**src/rtl/mem_arbiter.sv**
```systemverilog
// Single-port RAM arbiter: CPU has priority, loader/debug port is served when the CPU is idle.
// Optional starvation guard enabled by defining MEM_ARB_STARVE_GUARD_EN.
module mem_arbiter (
    input  logic        clk,
    input  logic        reset,
    input  logic [1:0]  cpu_mem_cmd,
    input  logic [8:0]  cpu_mem_addr,
    input  logic [15:0] cpu_wdata,
    output logic [15:0] cpu_rdata,
    output logic        cpu_wait,
    input  logic        ldr_req,
    input  logic        ldr_we,
    input  logic [8:0]  ldr_addr,
    input  logic [15:0] ldr_wdata,
    output logic        ldr_gnt,
    output logic        ldr_rvalid,
    output logic [15:0] ldr_rdata,
    output logic [7:0]  ram_addr,
    output logic        ram_write,
    output logic [15:0] ram_din,
    input  logic [15:0] ram_dout
);

    typedef enum logic [1:0] {
        IDLE    = 2'd0,
        RD_WAIT = 2'd1,
        RD_CAP  = 2'd2
    } state_t;

    localparam logic [1:0] CMD_WRITE = 2'b01;
    localparam logic [1:0] CMD_READ  = 2'b11;

    state_t      state_r;
    logic        io_r;
    logic        rvalid_r;
    logic [15:0] rdata_r;
    logic        wait_r;
`ifdef MEM_ARB_STARVE_GUARD_EN
    logic [2:0]  starve_cnt_r;
`endif

    logic        cpu_cmd_s;
    logic        cpu_active_s;
    logic        gnt_s;
    logic [7:0]  ram_addr_s;
    logic [15:0] ram_din_s;
    logic        ram_write_s;

    // Address bit 8 selects I/O space, which never reaches the RAM array.
    function automatic logic ram_wr_ok(input logic is_write, input logic addr_hi);
        return is_write & ~addr_hi;
    endfunction

    // Decode whether the CPU owns the RAM this cycle and whether the loader is granted.
    always_comb begin
        cpu_cmd_s    = (cpu_mem_cmd == CMD_WRITE) || (cpu_mem_cmd == CMD_READ);
        cpu_active_s = cpu_cmd_s && !wait_r;
        gnt_s        = !reset && ldr_req && (state_r == IDLE) && !cpu_active_s;
    end

    // RAM port steering; CPU path is combinational so it sees no added latency.
    always_comb begin
        ram_addr_s  = cpu_mem_addr[7:0];
        ram_din_s   = cpu_wdata;
        ram_write_s = 1'b0;
        if (reset) begin
            ram_write_s = 1'b0;
        end else if (gnt_s) begin
            ram_addr_s  = ldr_addr[7:0];
            ram_din_s   = ldr_wdata;
            ram_write_s = ram_wr_ok(ldr_we, ldr_addr[8]);
        end else if (cpu_active_s) begin
            ram_write_s = ram_wr_ok(cpu_mem_cmd == CMD_WRITE, cpu_mem_addr[8]);
        end else begin
            ram_write_s = 1'b0;
        end
    end

    // Loader read sequencing, read-data capture and starvation tracking.
    always_ff @(posedge clk) begin
        if (reset) begin
            state_r  <= IDLE;
            io_r     <= 1'b0;
            rvalid_r <= 1'b0;
            rdata_r  <= 16'h0000;
            wait_r   <= 1'b0;
`ifdef MEM_ARB_STARVE_GUARD_EN
            starve_cnt_r <= 3'd0;
`endif
        end else begin
            rvalid_r <= 1'b0;
            case (state_r)
                IDLE: begin
                    if (gnt_s && !ldr_we) begin
                        state_r <= RD_WAIT;
                        io_r    <= ldr_addr[8];
                    end else begin
                        state_r <= IDLE;
                    end
                end
                RD_WAIT: begin
                    rdata_r  <= io_r ? 16'h0000 : ram_dout;
                    rvalid_r <= 1'b1;
                    state_r  <= RD_CAP;
                end
                RD_CAP: begin
                    state_r <= IDLE;
                end
                default: begin
                    state_r <= IDLE;
                end
            endcase
`ifdef MEM_ARB_STARVE_GUARD_EN
            // A blocked request at saturation forces a one-cycle CPU stall next cycle.
            wait_r <= (starve_cnt_r == 3'd7) && ldr_req && !gnt_s && (state_r == IDLE);
            if (!ldr_req || gnt_s) begin
                starve_cnt_r <= 3'd0;
            end else if (state_r == IDLE) begin
                starve_cnt_r <= (starve_cnt_r == 3'd7) ? 3'd7 : starve_cnt_r + 3'd1;
            end else begin
                starve_cnt_r <= starve_cnt_r;
            end
`else
            wait_r <= 1'b0;
`endif
        end
    end

    assign cpu_rdata  = ram_dout;
    assign cpu_wait   = wait_r;
    assign ldr_gnt    = gnt_s;
    assign ldr_rvalid = rvalid_r;
    assign ldr_rdata  = rdata_r;
    assign ram_addr   = ram_addr_s;
    assign ram_write  = ram_write_s;
    assign ram_din    = ram_din_s;

endmodule

```
**config.mk**
```make
export PLATFORM = sky130hd
export DESIGN_NAME = mem_arbiter
export DESIGN_NICKNAME = d
export VERILOG_FILES = /design/src/rtl/mem_arbiter.sv
export SDC_FILE = /design/constraint.sdc
export NUM_CORES = 1
export LEC_CHECK = 0
export BUFFER_PORTS_ARGS = -buffer_cell sky130_fd_sc_hd__buf_2
export CAP_MARGIN = 10
export CORE_MARGIN = 3
export CORE_UTILIZATION = 37
export CTS_BUF_LIST = sky130_fd_sc_hd__clkbuf_8
export CTS_CLUSTER_DIAMETER = 100
export DETAILED_ROUTE_END_ITERATION = 8
export PLACE_DENSITY = 0.87
export SETUP_SLACK_MARGIN = 0.5
export SLEW_MARGIN = 0
export SYNTH_ARGS = -nofsm -noshare
export SYNTH_HDL_FRONTEND = slang
export SYNTH_SLANG_ARGS = --single-unit
```
**constraint.sdc**
```tcl
create_clock -name clk -period 4.5 [get_ports clk]
set_clock_uncertainty 0.1 [all_clocks]
set_input_delay 0.675 -clock clk [delete_from_list [all_inputs] [get_ports clk]]
set_output_delay 0.675 -clock clk [all_outputs]
set_load 0.02 [all_outputs]
```
==> metrics.csv, run 1 <==
metric,value,unit
wl_met3,489,um
htree_levels,1,
synth_edf_count,0,
dp_hpwl,2810,um
gp_congestion,0.828,
detail_route.first_pass.iterations,2,
top_layer,met4,
period_needed,2.96,ns
sw_frac_of_total,28.4,%
crit_path_end_kind,output port,
io_buffers,130,
cts-root-buf,clkbuf_8,
rsz0062_at_grt,no,
dieArea,3830,um2
power_switching,0.117,mW
syn_area_per_cell,11.8,um2
grt_usage,14.6,%
cts_setup_buffers,0,
grt_pass1_vias,991,
holdWs,0.371,ns
maxCapViolations,0,
clk_pin_slew,0.06,ns
yosysTopAreaCell,dfxtp_1,
post_drt_via_cell_ratio,4.68,
vias,1129,
rows,19,
post_cts_resized,0,
synth_area,1150,um2
crit_arrival,2.19,ns
path_class,in -> out,
hold_end,ldr_rdata[8],
yosys_warnings,0,
grt_pass1_wl,4130,um
cts_made_buffers,3,
synth_ff_type,dfxtp_1,
netlist_instances,98,
final_cell_mix,"130 x buf_2, 19 x dfxtp_1, 18 x mux2_4",
min_from,ldr_rdata[8],
coreArea,2850,um2
die_x,61.9,um
cts_sinks,19,
syn_nets,170,
yosys.cell_types.count,23,
r2r_slack,2.64,ns
wl,3290,um
startpoint_type,input port,
synthTopCellsByArea,"dfxtp_1 33%, mux2_4 23%, a22o_1 12%, buf_4 12%, mux2_2 5.9%",
setup_viol,0,
min_period_over_period,65.8,%
final_common_cell,buf_2,
powerDensity,243,nW/um2
antenna_cells,0,
clock_latency,0.24,ns
yosysSeqAreaShare,32.9,%
io_pins,132,
gr-total-overflow,0,
hp-class,reg -> reg,
maxSlewHeadroom,24.6,%
antenna_found_initial,0,
initial_utilization,40.5,%
final_antenna_net_count,0,
reg2reg_to,ldr_rdata[6],
cts_tree,done,
wl_per_cell,13.7,um
grt_max_degree,26,
vdd_drop_max,0.157,mV
clockBufferDepth,2,
cts_hold_buffers,0,
first_iter_violations,29,
worstRegToRegCells,3,
drive_gt1_share,76.2,%
clkPwrFrac,25.9,%
synthToLayoutAreaGrowth,47.2,%
ys_async_sr_fraction,0,%
crit_required,3.72,ns
yosys_register_bits,19,
synth_top_area_share,32.9,%
nNetsFinal,283,
combinationalPowerShare,32.1,%
place_area,1660,um2
cp_max_fo,25,
internal_power,0.296,mW
drv_slew,0,
reg2reg_from,state_r[0],
worst_pin_slew,1.13,ns
power_frac_seq,42.0,%
setup_tns,0,ns
wl_met2,1590,um
finalHoldViolations,0,
utilization,59.6,%
drc_errors,0,
status,completed,
p_leak,0.964,nW
fin_area,1700,um2
die_h,61.9,um
fmax,338,MHz
m1WireLength,1180,um
hold_depth,1,
==> kinds of logic after synthesis <==
family | Yosys count | synth area share [%]
multiplexers | 24 | 29.3
buffers and inverters | 24 | 17.3
AO/OA/AOI/OAI | 19 | 13.8
flip-flops | 19 | 32.9
AND/OR/NAND/NOR | 11 | 6.39
other | 1 | 0.325
==> synth_stat cells, types with 2 or more instances <==
cell / instances
dfxtp_1: 19
buf_4: 18
mux2_4: 18
a22o_1: 16
mux2_2: 6
buf_12: 2
nor2_1: 2
nor3b_1: 2
==> state kept, by name, indices dropped and copies added, names as in the netlist <==
name	count
io_r	1
ldr_rdata	16
state_r	2
==> critical path: stages <==
cell	delay [ns]
buf_2	0.13
nor4b_2	0.27
and2b_1	0.18
buf_4	0.36
mux2_2	0.39
buf_2	0.16
==> area by class of cell <==
cell class / instances / area [um2]
clock inverters: 1 / 3.75
repair buffers: 131 / 658
clock buffers: 3 / 41.3
fillers: 264 / 1150
multi-input cells: 55 / 574
well taps: 31 / 38.8
flip-flops and latches: 19 / 380
inverters: 1 / 3.75
==> worst max path at each step <==
stage | to | cells past startpoint | start | slack (ns)
after detailed placement | ram_din[3] | 6 | reset | 1.54
after global routing | ram_addr[7] | 6 | reset | 1.45
final | ram_din[3] | 6 | reset | 1.54
after floorplan | ram_addr[0] | 5 | reset | 2.01
after CTS | ram_din[3] | 6 | reset | 1.54
after global placement | ram_din[0] | 6 | reset | 1.59
==> power groups by stage <==
stage          registers (mW)  logic [mW]  clock network [mW]
3_5_place_dp            0.177       0.134                   0
6_report                0.174       0.133               0.107
5_1_grt                 0.174       0.142               0.117
4_1_cts                 0.174       0.134               0.112
3_3_place_gp            0.177       0.132                   0
2_1_floorplan           0.181      0.0848                   0
==> per-stage QoR <==
step	worst slack [ns]	power [mW]	cells
floorplan	2.01	0.266	98
global placement	1.59	0.309	237
detailed placement	1.54	0.311	237
CTS	1.54	0.420	241
global route	1.45	0.433	241
finish	1.54	0.414	241
==> per-layer routing <==
| metal | global-route usage [%] | up-vias |
|---|---|---|
| li1 | - | 557 |
| met1 | 14.6 | 488 |
| met5 | 0 | - |
| met2 | 27.1 | 80 |
| met3 | 4.96 | 4 |
| met4 | 6.36 | 0 |
Note: power is estimated with default switching activity, not from simulation.
==> inputs of run 2 (changes only) <==
Settings changed: CORE_UTILIZATION 37 to 35, PLACE_DENSITY 0.87 to 0.83.
Clock period 4.5 ns to 3.07 ns, I/O delays scaled along.
==> run 2 against run 1 <==
Effect of this change: total power rose by 49%; worst hold slack lost 0.045 ns; final area grew 2.6%; via count is 1.8% higher; combinational power increased by 48%; clock-buffer cell count unchanged; routed wire length fell by 1.8%; die area is 5.1% higher; sequential power up 47%; core utilization down 3.4 points; largest power group unchanged; highest routed layer unchanged.
==> metrics.csv, run 2 (same netlist as run 1, synthesis figures left out) <==
metric,value,unit
status,completed,
cts_sinks,19,
die_x,63.4,um
regArea,380,um2
period_needed,2.39,ns
crit_arrival,1.83,ns
antenna_found_initial,0,
dieArea,4020,um2
crit_required,2.51,ns
largest_reg_flops,16,
clockBufferDepth,2,
coreArea,3100,um2
startpoint_type,flip-flop,
rows,20,
io_buffers,130,
synthToLayoutAreaGrowth,51.0,%
grt_pass1_wl,4910,um
htree_levels,1,
hp-class,in -> reg,
cts_made_buffers,3,
p_leak,0.979,nW
grt_max_degree,17,
wl,3230,um
final_antenna_net_count,0,
clock_latency,0.25,ns
p_total,0.617,mW
multi_input_area,574,um2
finalHoldViolations,0,
powerDensity,354,nW/um2
clk_pin_slew,0.07,ns
gp_congestion,0.694,
path_class,reg -> out,
setup_tns,0,ns
cp_max_fo,16,
final_cell_mix,"130 x buf_2, 19 x dfxtp_1, 18 x mux2_4",
antenna_cells,0,
drive_gt1_share,77.0,%
grt_usage,14.8,%
cts-root-buf,clkbuf_8,
cts_hold_buffers,0,
fmax,419,MHz
slowest_delay,0.35,ns
gr-total-overflow,0,
fin_area,1740,um2
nNetsFinal,286,
cts_tree,done,
drc_errors,0,
detail_route.first_pass.iterations,3,
crit_chain,"nor4b_2, and2b_1, buf_6, mux2_2, buf_2",
crit_path_end_kind,output port,
wl_per_cell,12.6,um
grt_pass1_vias,1157,
rsz0062_at_grt,no,
fill_cells,306,
maxCapViolations,0,
cts_setup_buffers,0,
first_iter_violations,9,
drv_slew,0,
place_area,1690,um2
initial_utilization,37.2,%
vdd_drop_max,0.247,mV
io_pins,132,
die_h,63.4,um
dp_hpwl,2810,um
post_cts_resized,0,
final_common_cell,buf_2,
min_period_over_period,77.8,%
post_drt_via_cell_ratio,4.47,
vias,1149,
slowest_stage,mux2_2,
setup_viol,0,
## run 2: cell types whose count changed in the layout (fill, tap and decap cells not counted), sizes merged
cell / change
clkinv: +1
inv: -1
buf: +3
## run 2: final cells by class
| cell class | count | area share, % |
|---|---|---|
| Clock inverter | 1 | 0.287 |
| Timing Repair Buffer | 134 | 39.2 |
| Tap cell | 44 | 3.16 |
| Multi-Input combinational cell | 55 | 32.9 |
| Sequential cell | 19 | 21.8 |
| Inverter | 1 | 0.215 |
| Clock buffer | 3 | 2.37 |
## run 2: power breakdown
group          switching (mW)  internal [mW]
Clock                  0.0756         0.0899
Combinational           0.101         0.0961
Sequential            0.00281          0.252
Total                   0.179          0.438
## run 2: path summary, 6_finish.rpt
kind,startpoint,endpoint,slack [ns],cells past startpoint
max reg2reg,state_r[1],ldr_rdata[5],1.82,4
min reg2reg,ldr_rdata[8],ldr_rdata[8],0.38,1
max,state_r[1],ram_addr[7],0.68,5
min,ram_dout[2],ldr_rdata[2],0.33,2
## run 2: layer usage
layer | up-vias | share of wire (%) | track usage, % | wire [um]
met1 | 515 | 34 | 14.0 | 1090
met4 | 0 | 0.34 | 3.23 | 11
li1 | 564 | - | - | -
met2 | 68 | 56 | 30.5 | 1810
met5 | - | 0 | 0 | 0
met3 | 2 | 10 | 3.92 | 322
## run 2: per-stage QoR
step	util, %	setup slack [ns]	instances	hold slack [ns]
finish	56.2	0.683	257	0.326
global route	56.2	0.541	257	0.326
CTS	56.1	0.614	257	0.321
detailed placement	54.6	0.668	253	0.360
global placement	54.6	0.702	253	0.359
floorplan	-	1.01	98	0.349
## run 2: worst max-delay path, delay by kind of cell (launching register included)
| family | cells | cell delay [ns] |
|---|---|---|
| and+or+nand+nor | 2 | 0.52 |
| buffers and inverters | 2 | 0.36 |
| muxes | 1 | 0.35 |
| DFF | 1 | 0.34 |
==> inputs of run 3 (changes only) <==
Clock period 3.07 ns to 2.4 ns, I/O delays scaled along.
==> run 3 against run 2 <==
Effect of this change: setup slack worse by 0.49 ns; final cell count is 1.6% higher; first-iteration DRC count grew 120%; clock-buffer cell count unchanged; combinational power increased by 48%; worst hold slack worse by 0.096 ns; critical path type unchanged; die area stayed put; via count is 3.6% higher; critical endpoint unchanged; routed wire length increased by 22%.
==> metrics.csv, run 3 (same netlist as run 1, synthesis figures left out) <==
metric,value,unit
status,completed,
crit_path_end_kind,output port,
wl,3930,um
path_buf_inv,2,
reg2reg_to,ldr_rdata[7],
htree_levels,1,
io_pins,132,
hold_depth,2,
worstRegToRegCells,5,
post_drt_via_cell_ratio,4.56,
clock_latency,0.25,ns
cts-root-buf,clkbuf_8,
gp_congestion,0.795,
antenna_found_initial,0,
hp-class,in -> reg,
io_buffers,130,
powerDensity,432,nW/um2
crit_required,1.94,ns
vdd_drop_max,0.298,mV
hold_end,ldr_rdata[12],
fill_cells,287,
first_iter_violations,20,
cp_max_fo,7,
crit_arrival,1.75,ns
drv_slew,0,
clockBufferDepth,2,
coreArea,3100,um2
clk_pin_slew,0.06,ns
gr-total-overflow,0,
nNetsFinal,290,
finalHoldViolations,0,
cts_made_buffers,3,
slowest_delay,0.35,ns
p_total,0.823,mW
crit_chain,"nor4b_4, and2b_2, buf_6, mux2_2, buf_6",
die_h,63.4,um
setup_viol,0,
path_common_cell,buf_6,
period_needed,2.21,ns
slowest_stage,mux2_2,
cp_top_family,simple AND/OR/NAND/NOR gates,
detail_route.first_pass.iterations,4,
path_class,reg -> out,
setup_tns,0,ns
final_antenna_net_count,0,
grt_pass1_vias,1278,
dieArea,4020,um2
drc_errors,0,
vias,1190,
startpoint_type,flip-flop,
antenna_cells,0,
cts_sinks,19,
cts_tree,done,
p_leak,1.05,nW
rows,20,
maxCapViolations,0,
r2r_slack,0.94,ns
final_common_cell,buf_2,
wl_per_cell,15.1,um
synthToLayoutAreaGrowth,64.8,%
min_from,ram_dout[12],
grt_usage,19.0,%
min_period_over_period,92.2,%
grt_max_degree,17,
die_x,63.4,um
largest_reg_flops,16,
drive_gt1_share,78.3,%
initial_utilization,37.2,%
final_cell_mix,"116 x buf_2, 22 x mux2_4, 17 x dfxtp_1",
reg2reg_from,state_r[1],
grt_pass1_wl,5970,um
fmax,452,MHz
rsz0062_at_grt,yes,
[run 3: report_power, final]
part | internal (mW) | switching (mW)
registers | 0.321 | 0.00374
logic | 0.150 | 0.141
clock network | 0.113 | 0.0923
[run 3: what timing repair did]
item,4_1_cts,5_1_grt
pin swaps,1,1
endpoints found under the setup margin,26,26
gates resized for setup,37,4
buffers inserted,3,0
hold buffers,0,0
cloned,1,0
endpoints found under the hold margin,0,0
[run 3: area by class of cell]
class,instances,area [um2],share of cell area [%]
Multi-Input combinational cell,55,599,31.5
Tap cell,44,55.1,2.89
Inverter,1,3.75,0.197
Clock inverter,1,3.75,0.197
Timing Repair Buffer,138,815,42.8
Sequential cell,19,385,20.2
Clock buffer,3,41.3,2.17
[run 3: routing by layer]
layer	global-route usage, %	part of all wire (%)	up-vias
met3	5.70	11	6
met1	16.8	32	528
met4	4.31	1.3	0
met5	0	0	-
met2	40.2	56	84
li1	-	-	572
[run 3: worst register-to-register path, stage by stage, from the launching register on]
cell and delay [ns]:
dfxtp_4 0.36, buf_4 0.11, inv_1 0.04, a21oi_1 0.37, buf_4 0.27, a22o_1 0.16
[run 3: how the worst max path moves through the flow]
stage | startpoint | end | slack, ns | cells after the start
6_report | state_r[0] | ram_addr[7] | 0.19 | 5
5_1_grt | state_r[0] | ram_addr[7] | 0.14 | 5
4_1_cts | state_r[1] | ram_din[9] | 0.19 | 5
3_5_place_dp | reset | ram_addr[7] | 0.19 | 6
3_3_place_gp | reset | ram_din[15] | 0.23 | 6
2_1_floorplan | reset | ram_addr[0] | 0.51 | 5
[run 3: stage by stage]
step                      setup slack [ns]  hold WS, ns  utilization, %  instances  area [um2]
after floorplan                      0.508        0.336               -         98        1160
after global placement               0.232        0.346            54.4        252        1690
after detailed placement             0.192        0.354            54.4        252        1690
after CTS                            0.193        0.223            60.7        260        1880
after global routing                 0.138        0.226            61.3        261        1900
final                                0.188        0.229            61.3        261        1900
